--- config.mk ---
export PLATFORM = sky130hd
export DESIGN_NAME = keypad_scan_encoder
export DESIGN_NICKNAME = d
export VERILOG_FILES = /design/src/rtl/keypad_pkg.sv /design/src/rtl/keypad_row_sync.sv /design/src/rtl/keypad_scan_encoder.sv
export SDC_FILE = /design/constraint.sdc
export NUM_CORES = 1
export LEC_CHECK = 0
export ABC_CLOCK_PERIOD_IN_PS = 3000
export BUFFER_PORTS_ARGS = -buffer_cell sky130_fd_sc_hd__buf_2
export CAP_MARGIN = 20
export CORE_MARGIN = 2
export CORE_UTILIZATION = 45
export CTS_CLUSTER_SIZE = 10
export DETAILED_ROUTE_END_ITERATION = 12
export PLACE_DENSITY = 0.68
export SLEW_MARGIN = 40
export SYNTH_ARGS = -nofsm -noshare
export SYNTH_HDL_FRONTEND = slang
export SYNTH_SLANG_ARGS = --single-unit
--- constraint.sdc ---
create_clock -name clock -period 3 [get_ports clock]
set_input_delay 0.6 -clock clock [delete_from_list [all_inputs] [get_ports clock]]
set_output_delay 0.6 -clock clock [all_outputs]
set_load 0.005 [all_outputs]
--- src/rtl/keypad_pkg.sv ---
// Shared types and helpers for the keypad scan encoder.
package keypad_pkg;

    localparam int unsigned NUM_ROWS = 4;
    localparam int unsigned NUM_COLS = 4;
    localparam int unsigned CODE_W   = 4;

    typedef enum logic [1:0] {SCAN, DEBOUNCE, EMIT, WAIT_RELEASE} state_t;

    function automatic int unsigned max2(input int unsigned a, input int unsigned b);
        return (a > b) ? a : b;
    endfunction

    // Index of the lowest-numbered closed (low) row.
    function automatic logic [1:0] lowest_low(input logic [NUM_ROWS-1:0] rows);
        logic [1:0] idx;
        idx = 2'd0;
        for (int i = NUM_ROWS - 1; i >= 0; i--) begin
            if (!rows[i]) idx = 2'(i);
        end
        return idx;
    endfunction

    function automatic logic [NUM_COLS-1:0] col_drive(input logic [1:0] idx);
        return ~(4'b0001 << idx);
    endfunction

endpackage

--- src/rtl/keypad_row_sync.sv ---
// Two-flop synchroniser for the asynchronous keypad row lines; idles high (no key).
module keypad_row_sync
    import keypad_pkg::*;
(
    input  logic                clock,
    input  logic                reset,
    input  logic [NUM_ROWS-1:0] row,
    output logic [NUM_ROWS-1:0] rs
);

    logic [NUM_ROWS-1:0] meta;

    always_ff @(posedge clock) begin
        if (reset) begin
            meta <= '1;
            rs   <= '1;
        end else begin
            meta <= row;
            rs   <= meta;
        end
    end

endmodule

--- src/rtl/keypad_scan_encoder.sv ---
// 4x4 keypad scanner with debounce and 4-bit encoding feeding a FIFO write port.
// Optional auto-repeat while a key is held is enabled by defining KEYPAD_REPEAT_EN.
module keypad_scan_encoder
    import keypad_pkg::*;
#(
    parameter int unsigned SCAN_DIV        = 4,
    parameter int unsigned DEBOUNCE_CYCLES = 1000,
    parameter int unsigned REPEAT_DELAY    = 50000,
    parameter int unsigned REPEAT_RATE     = 10000
) (
    input  logic                clock,
    input  logic                reset,
    input  logic [NUM_ROWS-1:0] row,
    output logic [NUM_COLS-1:0] col,
    input  logic                full,
    output logic [CODE_W-1:0]   code,
    output logic                wr_enable,
    output logic                dropped,
    output logic                key_down
);

    localparam int unsigned MAX_P =
        max2(max2(SCAN_DIV, DEBOUNCE_CYCLES), max2(REPEAT_DELAY, REPEAT_RATE));
    localparam int unsigned CNT_W = $clog2(MAX_P) + 1;

    state_t              state;
    logic [1:0]          c_idx;
    logic [1:0]          r_idx;
    logic [NUM_ROWS-1:0] pat;
    logic [CNT_W-1:0]    cnt;
    logic [NUM_ROWS-1:0] rs;

`ifdef KEYPAD_REPEAT_EN
    logic [CNT_W-1:0]    rpt_cnt;
    logic                rpt_on;
    logic                rpt_first;
`endif

    keypad_row_sync u_sync (
        .clock (clock),
        .reset (reset),
        .row   (row),
        .rs    (rs)
    );

    always_ff @(posedge clock) begin
        if (reset) begin
            state     <= SCAN;
            c_idx     <= 2'd0;
            r_idx     <= 2'd0;
            pat       <= '1;
            cnt       <= '0;
            col       <= 4'b1110;
            code      <= '0;
            wr_enable <= 1'b0;
            dropped   <= 1'b0;
            key_down  <= 1'b0;
`ifdef KEYPAD_REPEAT_EN
            rpt_cnt   <= '0;
            rpt_on    <= 1'b0;
            rpt_first <= 1'b1;
`endif
        end else begin
            wr_enable <= 1'b0;
            dropped   <= 1'b0;
            unique case (state)
                SCAN: begin
                    if (cnt == CNT_W'(SCAN_DIV - 1)) begin
                        cnt <= '0;
                        if (rs == '1) begin
                            c_idx <= c_idx + 2'd1;
                            col   <= col_drive(c_idx + 2'd1);
                        end else begin
                            r_idx <= lowest_low(rs);
                            pat   <= rs;
                            state <= DEBOUNCE;
                        end
                    end else begin
                        cnt <= cnt + 1'b1;
                    end
                end
                DEBOUNCE: begin
                    if (rs == pat) begin
                        if (cnt == CNT_W'(DEBOUNCE_CYCLES - 1)) begin
                            cnt   <= '0;
                            state <= EMIT;
                        end else begin
                            cnt <= cnt + 1'b1;
                        end
                    end else begin
                        cnt   <= '0;
                        c_idx <= c_idx + 2'd1;
                        col   <= col_drive(c_idx + 2'd1);
                        state <= SCAN;
                    end
                end
                EMIT: begin
                    code     <= {r_idx, c_idx};
                    key_down <= 1'b1;
                    if (!full) wr_enable <= 1'b1;
                    else       dropped   <= 1'b1;
                    cnt      <= '0;
                    state    <= WAIT_RELEASE;
`ifdef KEYPAD_REPEAT_EN
                    rpt_cnt   <= '0;
                    rpt_on    <= 1'b1;
                    rpt_first <= 1'b1;
`endif
                end
                WAIT_RELEASE: begin
                    if (rs == '1) begin
                        if (cnt == CNT_W'(DEBOUNCE_CYCLES - 1)) begin
                            cnt      <= '0;
                            key_down <= 1'b0;
                            c_idx    <= c_idx + 2'd1;
                            col      <= col_drive(c_idx + 2'd1);
                            state    <= SCAN;
                        end else begin
                            cnt <= cnt + 1'b1;
                        end
                    end else begin
                        cnt <= '0;
                    end
`ifdef KEYPAD_REPEAT_EN
                    // Any deviation from the latched pattern ends repeat for this press.
                    if (rs != pat) begin
                        rpt_on <= 1'b0;
                    end else if (rpt_on) begin
                        if (rpt_cnt == (rpt_first ? CNT_W'(REPEAT_DELAY - 1)
                                                  : CNT_W'(REPEAT_RATE - 1))) begin
                            rpt_cnt   <= '0;
                            rpt_first <= 1'b0;
                            if (!full) wr_enable <= 1'b1;
                            else       dropped   <= 1'b1;
                        end else begin
                            rpt_cnt <= rpt_cnt + 1'b1;
                        end
                    end
`endif
                end
            endcase
        end
    end

endmodule

==> impl_metrics.json, run 1 <==
{
  "status": "finished, final reports clean",
  "cts_hold_buf": 0,
  "hpwlAfterDp_um": 2360,
  "track_usage": 0.156,
  "r2r_setup_slack_ns": 0.52,
  "drv_slew": 0,
  "grt_pass1_wl_um": 6190,
  "worst-path-buf-inv": 0,
  "cpPeakStageDelay_ns": 0.48,
  "gr-total-overflow": 0,
  "die_h_um": 70.8,
  "synth-simple-area-share": 0.283,
  "synth_compound_area_frac": 0.0753,
  "worstPathCellList": "ha_1 > nor4b_1 > nand2_1 > or4_1 > a221oi_4 > mux2_4",
  "fp.dieW_um": 70.8,
  "syn_avg_cell_area_um2": 9.43,
  "crit_arrival_ns": 2.66,
  "synth_top_family_by_area": "simple AND/OR/NAND/NOR gates",
  "clock_path_buffers": 2,
  "relSlewSlack": 0.570,
  "crit_slowest_cell": "a221oi_4",
  "insertion_delay_ns": 0.30,
  "numCtsBuffers": 5,
  "start_util": 0.465,
  "drive_gt1_frac": 0.186,
  "worstReg2RegStart": "cnt[0]",
  "die_area_um2": 5020,
  "worstPathMaxFanout": 6,
  "worstSetupEndpointType": "flip-flop",
  "ios": 18,
  "wl_per_cell_um": 12.3,
  "synth_seq_cells": 46,
  "powerDensity_nw_per_um2": 498,
  "place.port_buffers": 17,
  "regToRegEndpoint": "col[0]",
  "maxClockFrequency_mhz": 403,
  "crit_required_ns": 3.18,
  "p_leak_nw": 0.833,
  "peakVddDrop_mv": 0.286,
  "area_growth_pct": 11.2,
  "synth_xor_xnor_area_share": 0.0828,
  "placement.cell_area_um2": 2150,
  "finalClockSkew_ns": 0.00924,
  "worstSetupPathType": "reg2reg",
  "holdPathStages": 1,
  "diodes": 0,
  "cp_top_family": "simple AND/OR/NAND/NOR gates",
  "setup_viol": 0,
  "yosys_warnings": 0,
  "grt_pass1_vias": 1400,
  "wl_um": 3470,
  "reg2reg_depth": 6,
  "cts_tree": "done",
  "hold_class": "reg2reg",
  "gp_congestion": 0.827,
  "nets": 244,
  "hold_path_end": "u_sync.rs[0]",
  "finalCoreUtilization": 0.517,
  "antenna_found_initial": 0,
  "hold_violations": 0,
  "syn_inst": 213,
  "syn-num-nets": 225,
  "grt_max_degree": 40,
  "drtIter0Drc": 88,
  "vias_per_cell": 5.22,
  "tightest_slew_ns": 0.646,
  "tns_ns": 0,
  "drc": 0,
  "yosysUniqueCellTypes": 35,
  "fillers": 421,
  "startpoint_type": "flip-flop",
  "final_common_cell": "dfxtp_1",
  "cts.sinks": 46,
  "root_buffer": "clkbuf_8",
  "postRouteAntennaNets": 0,
  "h-tree-depth": 2,
  "total_power_w": 0.00111,
  "postCtsResizedCells": 0,
  "min_period_over_period": 0.827,
  "yosysSeqAreaShare": 0.458,
  "rsz0062_at_grt": "no",
  "synthAdderAreaFrac": 0.0311,
  "hp-start": "u_sync.meta[0]",
  "finalCriticalPeriod_ns": 2.48,
  "dr_total_vias": 1476,
  "postLayoutCellArea_um2": 2230,
  "num_rows": 24,
  "netlist_area_um2": 2010,
  "first_pass_iters": 4,
  "cap_violations": 0,
  "muxShareOfSynthArea": 0.0448,
  "clk_pin_slew_ns": 0.08,
  "postCtsSetupBuffers": 0,
  "core_area_um2": 4320,
  "layout_common_cells": "46 x dfxtp_1, 22 x nor3_1, 18 x nor2_1, 17 x buf_2, 13 x xnor2_1"
}
sequential cells by signal, indices dropped and copies added, names as in the netlist, named ones only:
name and count:
c_idx 2, state 1, code 4, col 4, wr_enable 1, pat 4
u_sync.meta 4, u_sync.rs 4, cnt 17, dropped 1, key_down 1, r_idx 2
final cells by class:
| cell class | instances | area, um2 | share of cell area |
|---|---|---|---|
| tap | 52 | 65.1 | 0.0291 |
| clock buffer | 6 | 82.6 | 0.0370 |
| inverter | 5 | 18.8 | 0.00840 |
| sequential | 46 | 921 | 0.412 |
| multi-input combinational | 154 | 1040 | 0.465 |
| timing repair buffer | 20 | 108 | 0.0482 |
routing by layer:
metal | vias up | track usage | part of all wire
met2 | 13 | 0.254 | 0.46
met4 | 0 | 0.0755 | 0.021
met3 | 6 | 0.0370 | 0.027
met1 | 680 | 0.193 | 0.50
li1 | 777 | - | -
met5 | - | 0 | 0
cells by family (layout without fill, tap and decap cells):
logic type                 count (synthesis)  in the layout
adders and majority gates                  5              5
AOI/OAI and AO/OA                         21             21
muxes                                      8              8
buffers and inverters                     13             31
and+or+nand+nor                          101            101
xor gates and xnor gates                  19             19
DFF                                       46             46
synth_stat cells (all sizes together):
cell type,n,area (um2)
xnor2,13,114
xor2,6,52.6
a31oi,1,6.26
nand3,9,50.1
nor3,22,110
nand4,5,31.3
nor3b,2,15.0
a211o,4,35.0
clkbuf,8,30.0
nor4b,1,8.76
o21ai,6,30.0
and4,4,35.0
dfxtp,46,921
or2,9,56.3
mux2i,6,60.1
or4,2,18.8
a211oi,1,7.51
or3,2,12.5
nand2,11,41.3
inv,5,18.8
ha,5,62.6
o21a,1,7.51
nor2,18,67.6
nor2b,9,56.3
and3,2,13.8
nand2b,3,18.8
nor4,2,33.8
mux2,2,30.0
a21oi,6,30.0
a221oi,2,35.0
where the power goes:
group,internal [W],total [W],switching (W)
Sequential,0.000629,0.000646,0.0000165
Clock,0.000178,0.000369,0.000191
Combinational,0.0000459,0.0000973,0.0000514
Total,0.000853,0.00111,0.000259
worst max-delay path by stage:
stage               startpoint       end  slack, ns  cells after the start
global placement        cnt[0]  c_idx[0]       0.57                      6
global route            cnt[0]  c_idx[0]       0.36                      6
CTS                     cnt[0]    col[0]       0.48                      6
detailed placement      cnt[0]  c_idx[0]       0.50                      6
finish                  cnt[0]    col[0]       0.52                      6
floorplan               cnt[0]    col[0]       0.72                      6
metrics by stage:
step	worst slack, ns	hold WS, ns	cells
global route	0.362	0.436	283
detailed placement	0.503	0.396	277
global placement	0.568	0.391	277
CTS	0.484	0.414	283
finish	0.520	0.411	283
floorplan	0.723	0.389	213
No activity file was read; power rests on OpenSTA's default activity.
==> run 2: changes to the inputs <==
--- a/config.mk
+++ b/config.mk
@@ -5,14 +5,14 @@
 export SDC_FILE = /design/constraint.sdc
 export NUM_CORES = 1
 export LEC_CHECK = 0
-export ABC_CLOCK_PERIOD_IN_PS = 3000
+export ABC_CLOCK_PERIOD_IN_PS = 2000
 export BUFFER_PORTS_ARGS = -buffer_cell sky130_fd_sc_hd__buf_2
 export CAP_MARGIN = 20
 export CORE_MARGIN = 2
 export CORE_UTILIZATION = 45
 export CTS_CLUSTER_SIZE = 10
 export DETAILED_ROUTE_END_ITERATION = 12
-export PLACE_DENSITY = 0.68
+export PLACE_DENSITY = 0.71
 export SLEW_MARGIN = 40
 export SYNTH_ARGS = -nofsm -noshare
 export SYNTH_HDL_FRONTEND = slang
==> constraint.sdc (replaced) <==
create_clock -name clock -period 2 [get_ports clock]
set_input_delay 0.4 -clock clock [delete_from_list [all_inputs] [get_ports clock]]
set_output_delay 0.4 -clock clock [all_outputs]
set_load 0.005 [all_outputs]
==> run 2 against run 1 <==
Compared with the run above:
- the run now ends with setup timing left
- global-route usage up 2.2 points
- register-to-register slack lost 0.62 ns
- sequential power rose by 49%
- cell area up 15%
- clock skew down 0.0050 ns
- fmax is 18% higher
- largest power group unchanged
==> impl_metrics.json, run 2 (synthesis results as in run 1) <==
{
  "drv_slew": 0,
  "finalClockSkew_ns": 0.00427,
  "die_h_um": 70.8,
  "tightest_slew_ns": 0.614,
  "root_buffer": "clkbuf_8",
  "track_usage": 0.177,
  "powerDensity_nw_per_um2": 723,
  "finalWorstSetupSlack_ns": -0.101,
  "place.port_buffers": 17,
  "num_rows": 24,
  "largest_reg_flops": 17,
  "grt_pass1_vias": 1643,
  "drive_gt1_frac": 0.333,
  "hold_violations": 0,
  "diodes": 0,
  "maxClockFrequency_mhz": 476,
  "p_leak_nw": 1.02,
  "min_period_over_period": 1.05,
  "worstPathMaxFanout": 4,
  "relSlewSlack": 0.591,
  "hold_class": "in2reg",
  "peakVddDrop_mv": 0.421,
  "largest_register": "cnt",
  "dr_total_vias": 1629,
  "cts_hold_buf": 0,
  "setup_viol": 6,
  "vias_per_cell": 5.16,
  "drtIter0Drc": 86,
  "antenna_found_initial": 0,
  "wl_per_cell_um": 13.0,
  "postRouteAntennaNets": 0,
  "grt_max_degree": 39,
  "rsz0062_at_grt": "yes",
  "die_area_um2": 5020,
  "cts_tree": "done",
  "layout_common_cells": "40 x dfxtp_1, 31 x buf_4, 21 x nor3_1, 18 x nor2_1, 17 x buf_2",
  "final_common_cell": "dfxtp_1",
  "finalCriticalPeriod_ns": 2.10,
  "r2r_setup_slack_ns": -0.10,
  "gp_congestion": 0.809,
  "ios": 18,
  "h-tree-depth": 2,
  "total_power_w": 0.00185,
  "hpwlAfterDp_um": 2910,
  "crit_arrival_ns": 2.30,
  "startpoint_type": "flip-flop",
  "status": "finished with violations",
  "core_area_um2": 4320,
  "numCtsBuffers": 5,
  "failed_checks": "setup timing",
  "clock_path_buffers": 2,
  "start_util": 0.465,
  "area_growth_pct": 27.4,
  "nets": 275,
  "grt_pass1_wl_um": 7020,
  "wl_um": 4100,
  "cap_violations": 0,
  "worstSetupPathType": "reg2reg",
  "worstSetupEndpointType": "flip-flop",
  "insertion_delay_ns": 0.30,
  "first_pass_iters": 4,
  "crit_required_ns": 2.19,
  "postLayoutCellArea_um2": 2560,
  "cts.sinks": 46,
  "placement.cell_area_um2": 2390,
  "fp.dieW_um": 70.8,
  "drc": 0,
  "gr-total-overflow": 0,
  "clk_pin_slew_ns": 0.08
}
## run 2: cell count changes in the layout (fill, tap and decap cells not counted), moves of 2 or more
cell,change
clkinv_2,+2
buf_6,+3
dfxtp_1,-6
dfxtp_2,+6
buf_4,+28
## run 2: final timing paths
kind                  startpoint      endpoint  depth (start not counted)
setup / recovery         cnt[11]      c_idx[0]                          5
hold / removal              full     wr_enable                          2
setup reg to reg         cnt[11]      c_idx[0]                          5
hold reg to reg   u_sync.meta[3]  u_sync.rs[3]                          1
## run 2: worst max-delay path, cell delays in order (launching register included)
cell and delay, ns:
dfxtp_2 0.35, nor4_4 0.30, nand3_2 0.13, or4_4 0.51
a221oi_4 0.38, mux2_4 0.33
## run 2: final cells by class
type / instances / area [um2]
Clock buffer: 5 / 68.8
Clock inverter: 3 / 40.0
Fill cell: 410 / 1760
Inverter: 5 / 18.8
Multi-Input combinational cell: 154 / 1090
Sequential cell: 46 / 928
Tap cell: 52 / 65.1
Timing Repair Buffer: 51 / 352
## run 2: repair_timing
item	4_1_cts	5_1_grt
endpoints found under the hold margin	0	0
setup buffers	3	1
setup endpoints to repair	6	22
resized for setup	3	6
pin swaps	1	3
## run 2: metal layers
metal  global-route usage  vias to the layer above  part of all wire
li1                     -                      838                 -
met1                0.196                      763              0.45
met2                0.319                       20              0.50
met3               0.0413                        8             0.024
met4               0.0860                        0             0.023
met5                    0                        -                 0
## run 2: where the power goes
group / internal (W) / switching (W) / leakage (nW)
clock network: 0.000368 / 0.000314 / 0.0579
logic: 0.000106 / 0.0000981 / 0.583
registers: 0.000945 / 0.0000202 / 0.376
total: 0.00142 / 0.000433 / 1.02
## run 2: through the flow
stage	util	instances	setup WS (ns)	setup TNS, ns	hold WS [ns]
final	0.592	316	-0.101	-0.486	0.257
after global placement	0.552	304	-0.0434	-0.170	0.393
after CTS	0.584	315	-0.0941	-0.459	0.249
after global routing	0.592	316	-0.187	-1.06	0.267
after floorplan	-	213	-0.138	-0.275	0.389
after detailed placement	0.552	304	-0.0848	-0.468	0.399
==> run 3: changes to the inputs <==
--- a/config.mk
+++ b/config.mk
@@ -13,6 +13,8 @@
 export CTS_CLUSTER_SIZE = 10
 export DETAILED_ROUTE_END_ITERATION = 12
 export PLACE_DENSITY = 0.71
+export REMOVE_ABC_BUFFERS = 1
+export SKIP_CTS_REPAIR_TIMING = 1
 export SLEW_MARGIN = 40
 export SYNTH_ARGS = -nofsm -noshare
 export SYNTH_HDL_FRONTEND = slang
==> run 3 against run 2 <==
Compared with the run above:
- the flow still finishes with violations (setup timing)
- register-to-register slack gained 0.06 ns
- worst hold slack improved by 0.0020 ns
- core utilization is 1.3 points lower
- combinational power shrank 7%
- total power fell by 0.79%
- cell area down 2.2%
- critical path type unchanged
==> impl_metrics.json, run 3 (synthesis results as in run 1) <==
{
  "grt_pass1_vias": 1500,
  "hold_class": "in2reg",
  "die_h_um": 70.8,
  "drv_slew": 0,
  "finalWorstSetupSlack_ns": -0.0450,
  "gr-total-overflow": 0,
  "cap_violations": 0,
  "hold_ws_ns": 0.259,
  "min_period_over_period": 1.02,
  "drtIter0Drc": 72,
  "start_util": 0.465,
  "grt_pass1_wl_um": 6470,
  "hold_violations": 0,
  "powerDensity_nw_per_um2": 734,
  "worstSetupEndpointType": "flip-flop",
  "final_common_cell": "dfxtp_1",
  "tightest_slew_ns": 0.504,
  "finalCriticalPeriod_ns": 2.04,
  "worstSetupPathType": "reg2reg",
  "startpoint_type": "flip-flop",
  "tns_ns": -0.152,
  "worstPathMaxFanout": 5,
  "vias_per_cell": 5.04,
  "die_area_um2": 5020,
  "crit_required_ns": 2.19,
  "insertion_delay_ns": 0.30,
  "h-tree-depth": 2,
  "fp.dieW_um": 70.8,
  "status": "finished with violations",
  "setup_viol": 6,
  "num_rows": 24,
  "grt_max_degree": 28,
  "cts.sinks": 46,
  "p_leak_nw": 1.00,
  "clk_pin_slew_ns": 0.09,
  "first_pass_iters": 4,
  "largest_register": "cnt",
  "relSlewSlack": 0.664,
  "drc": 0,
  "peakVddDrop_mv": 0.332,
  "layout_common_cells": "44 x dfxtp_1, 28 x buf_4, 22 x nor3_1, 18 x nor2_1, 17 x buf_2",
  "finalClockSkew_ns": 0.00610,
  "numCtsBuffers": 5,
  "wl_um": 3610,
  "place.port_buffers": 17,
  "nets": 271,
  "cts_tree": "done",
  "hpwlAfterDp_um": 2530,
  "diodes": 0,
  "root_buffer": "clkbuf_8",
  "maxClockFrequency_mhz": 489,
  "gp_congestion": 0.825,
  "track_usage": 0.160,
  "clock_path_buffers": 2,
  "ios": 18,
  "failed_checks": "setup timing",
  "rsz0062_at_grt": "yes",
  "largest_reg_flops": 17,
  "drive_gt1_frac": 0.296,
  "crit_arrival_ns": 2.24,
  "dr_total_vias": 1574,
  "wl_per_cell_um": 11.6,
  "area_growth_pct": 24.5,
  "core_area_um2": 4320,
  "antenna_found_initial": 0,
  "postRouteAntennaNets": 0
}
[run 3: per-layer routing]
metal	wire, um	track usage
met5	0	0
met4	48	0.0650
met3	145	0.0442
met2	1680	0.260
met1	1740	0.203
[run 3: area by class of cell]
class                   instances  area, um2
fillers                       398       1820
repair buffers                 47        327
clock inverters                 3       43.8
inverters                       5       18.8
clock buffers                   5       68.8
multi-input cells             154       1060
flip-flops and latches         46        923
well taps                      52       65.1
[run 3: worst paths after layout]
check,startpoint,to,slack [ns],cells after the start
worst min register to register,u_sync.meta[2],u_sync.rs[2],0.41,1
worst max-delay path,cnt[0],c_idx[0],-0.04,6
worst max register to register,cnt[0],c_idx[0],-0.04,6
worst min-delay path,full,wr_enable,0.26,2
[run 3: per-stage QoR]
stage	total power (W)	cells	setup slack (ns)	util	instance area (um2)
finish	0.00184	312	-0.0450	0.579	2500
global route	0.00193	312	-0.146	0.579	2500
CTS	0.00186	312	-0.165	0.573	2480
detailed placement	0.00116	304	-0.134	0.547	2370
global placement	0.00116	304	-0.106	0.547	2370
floorplan	0.00108	205	-0.277	-	1980
[run 3: power breakdown]
group / switching [W] / total (W) / internal (W)
registers: 0.0000150 / 0.000959 / 0.000944
logic: 0.0000947 / 0.000190 / 0.0000955
clock network: 0.000314 / 0.000688 / 0.000374
total: 0.000423 / 0.00184 / 0.00141
[run 3: worst max-delay path: stages, from the launching register on]
cell and delay (ns):
dfxtp_1 0.34, ha_1 0.16, buf_4 0.13, nand2_1 0.05
or4_4 0.54, a221oi_4 0.38, mux2_4 0.33
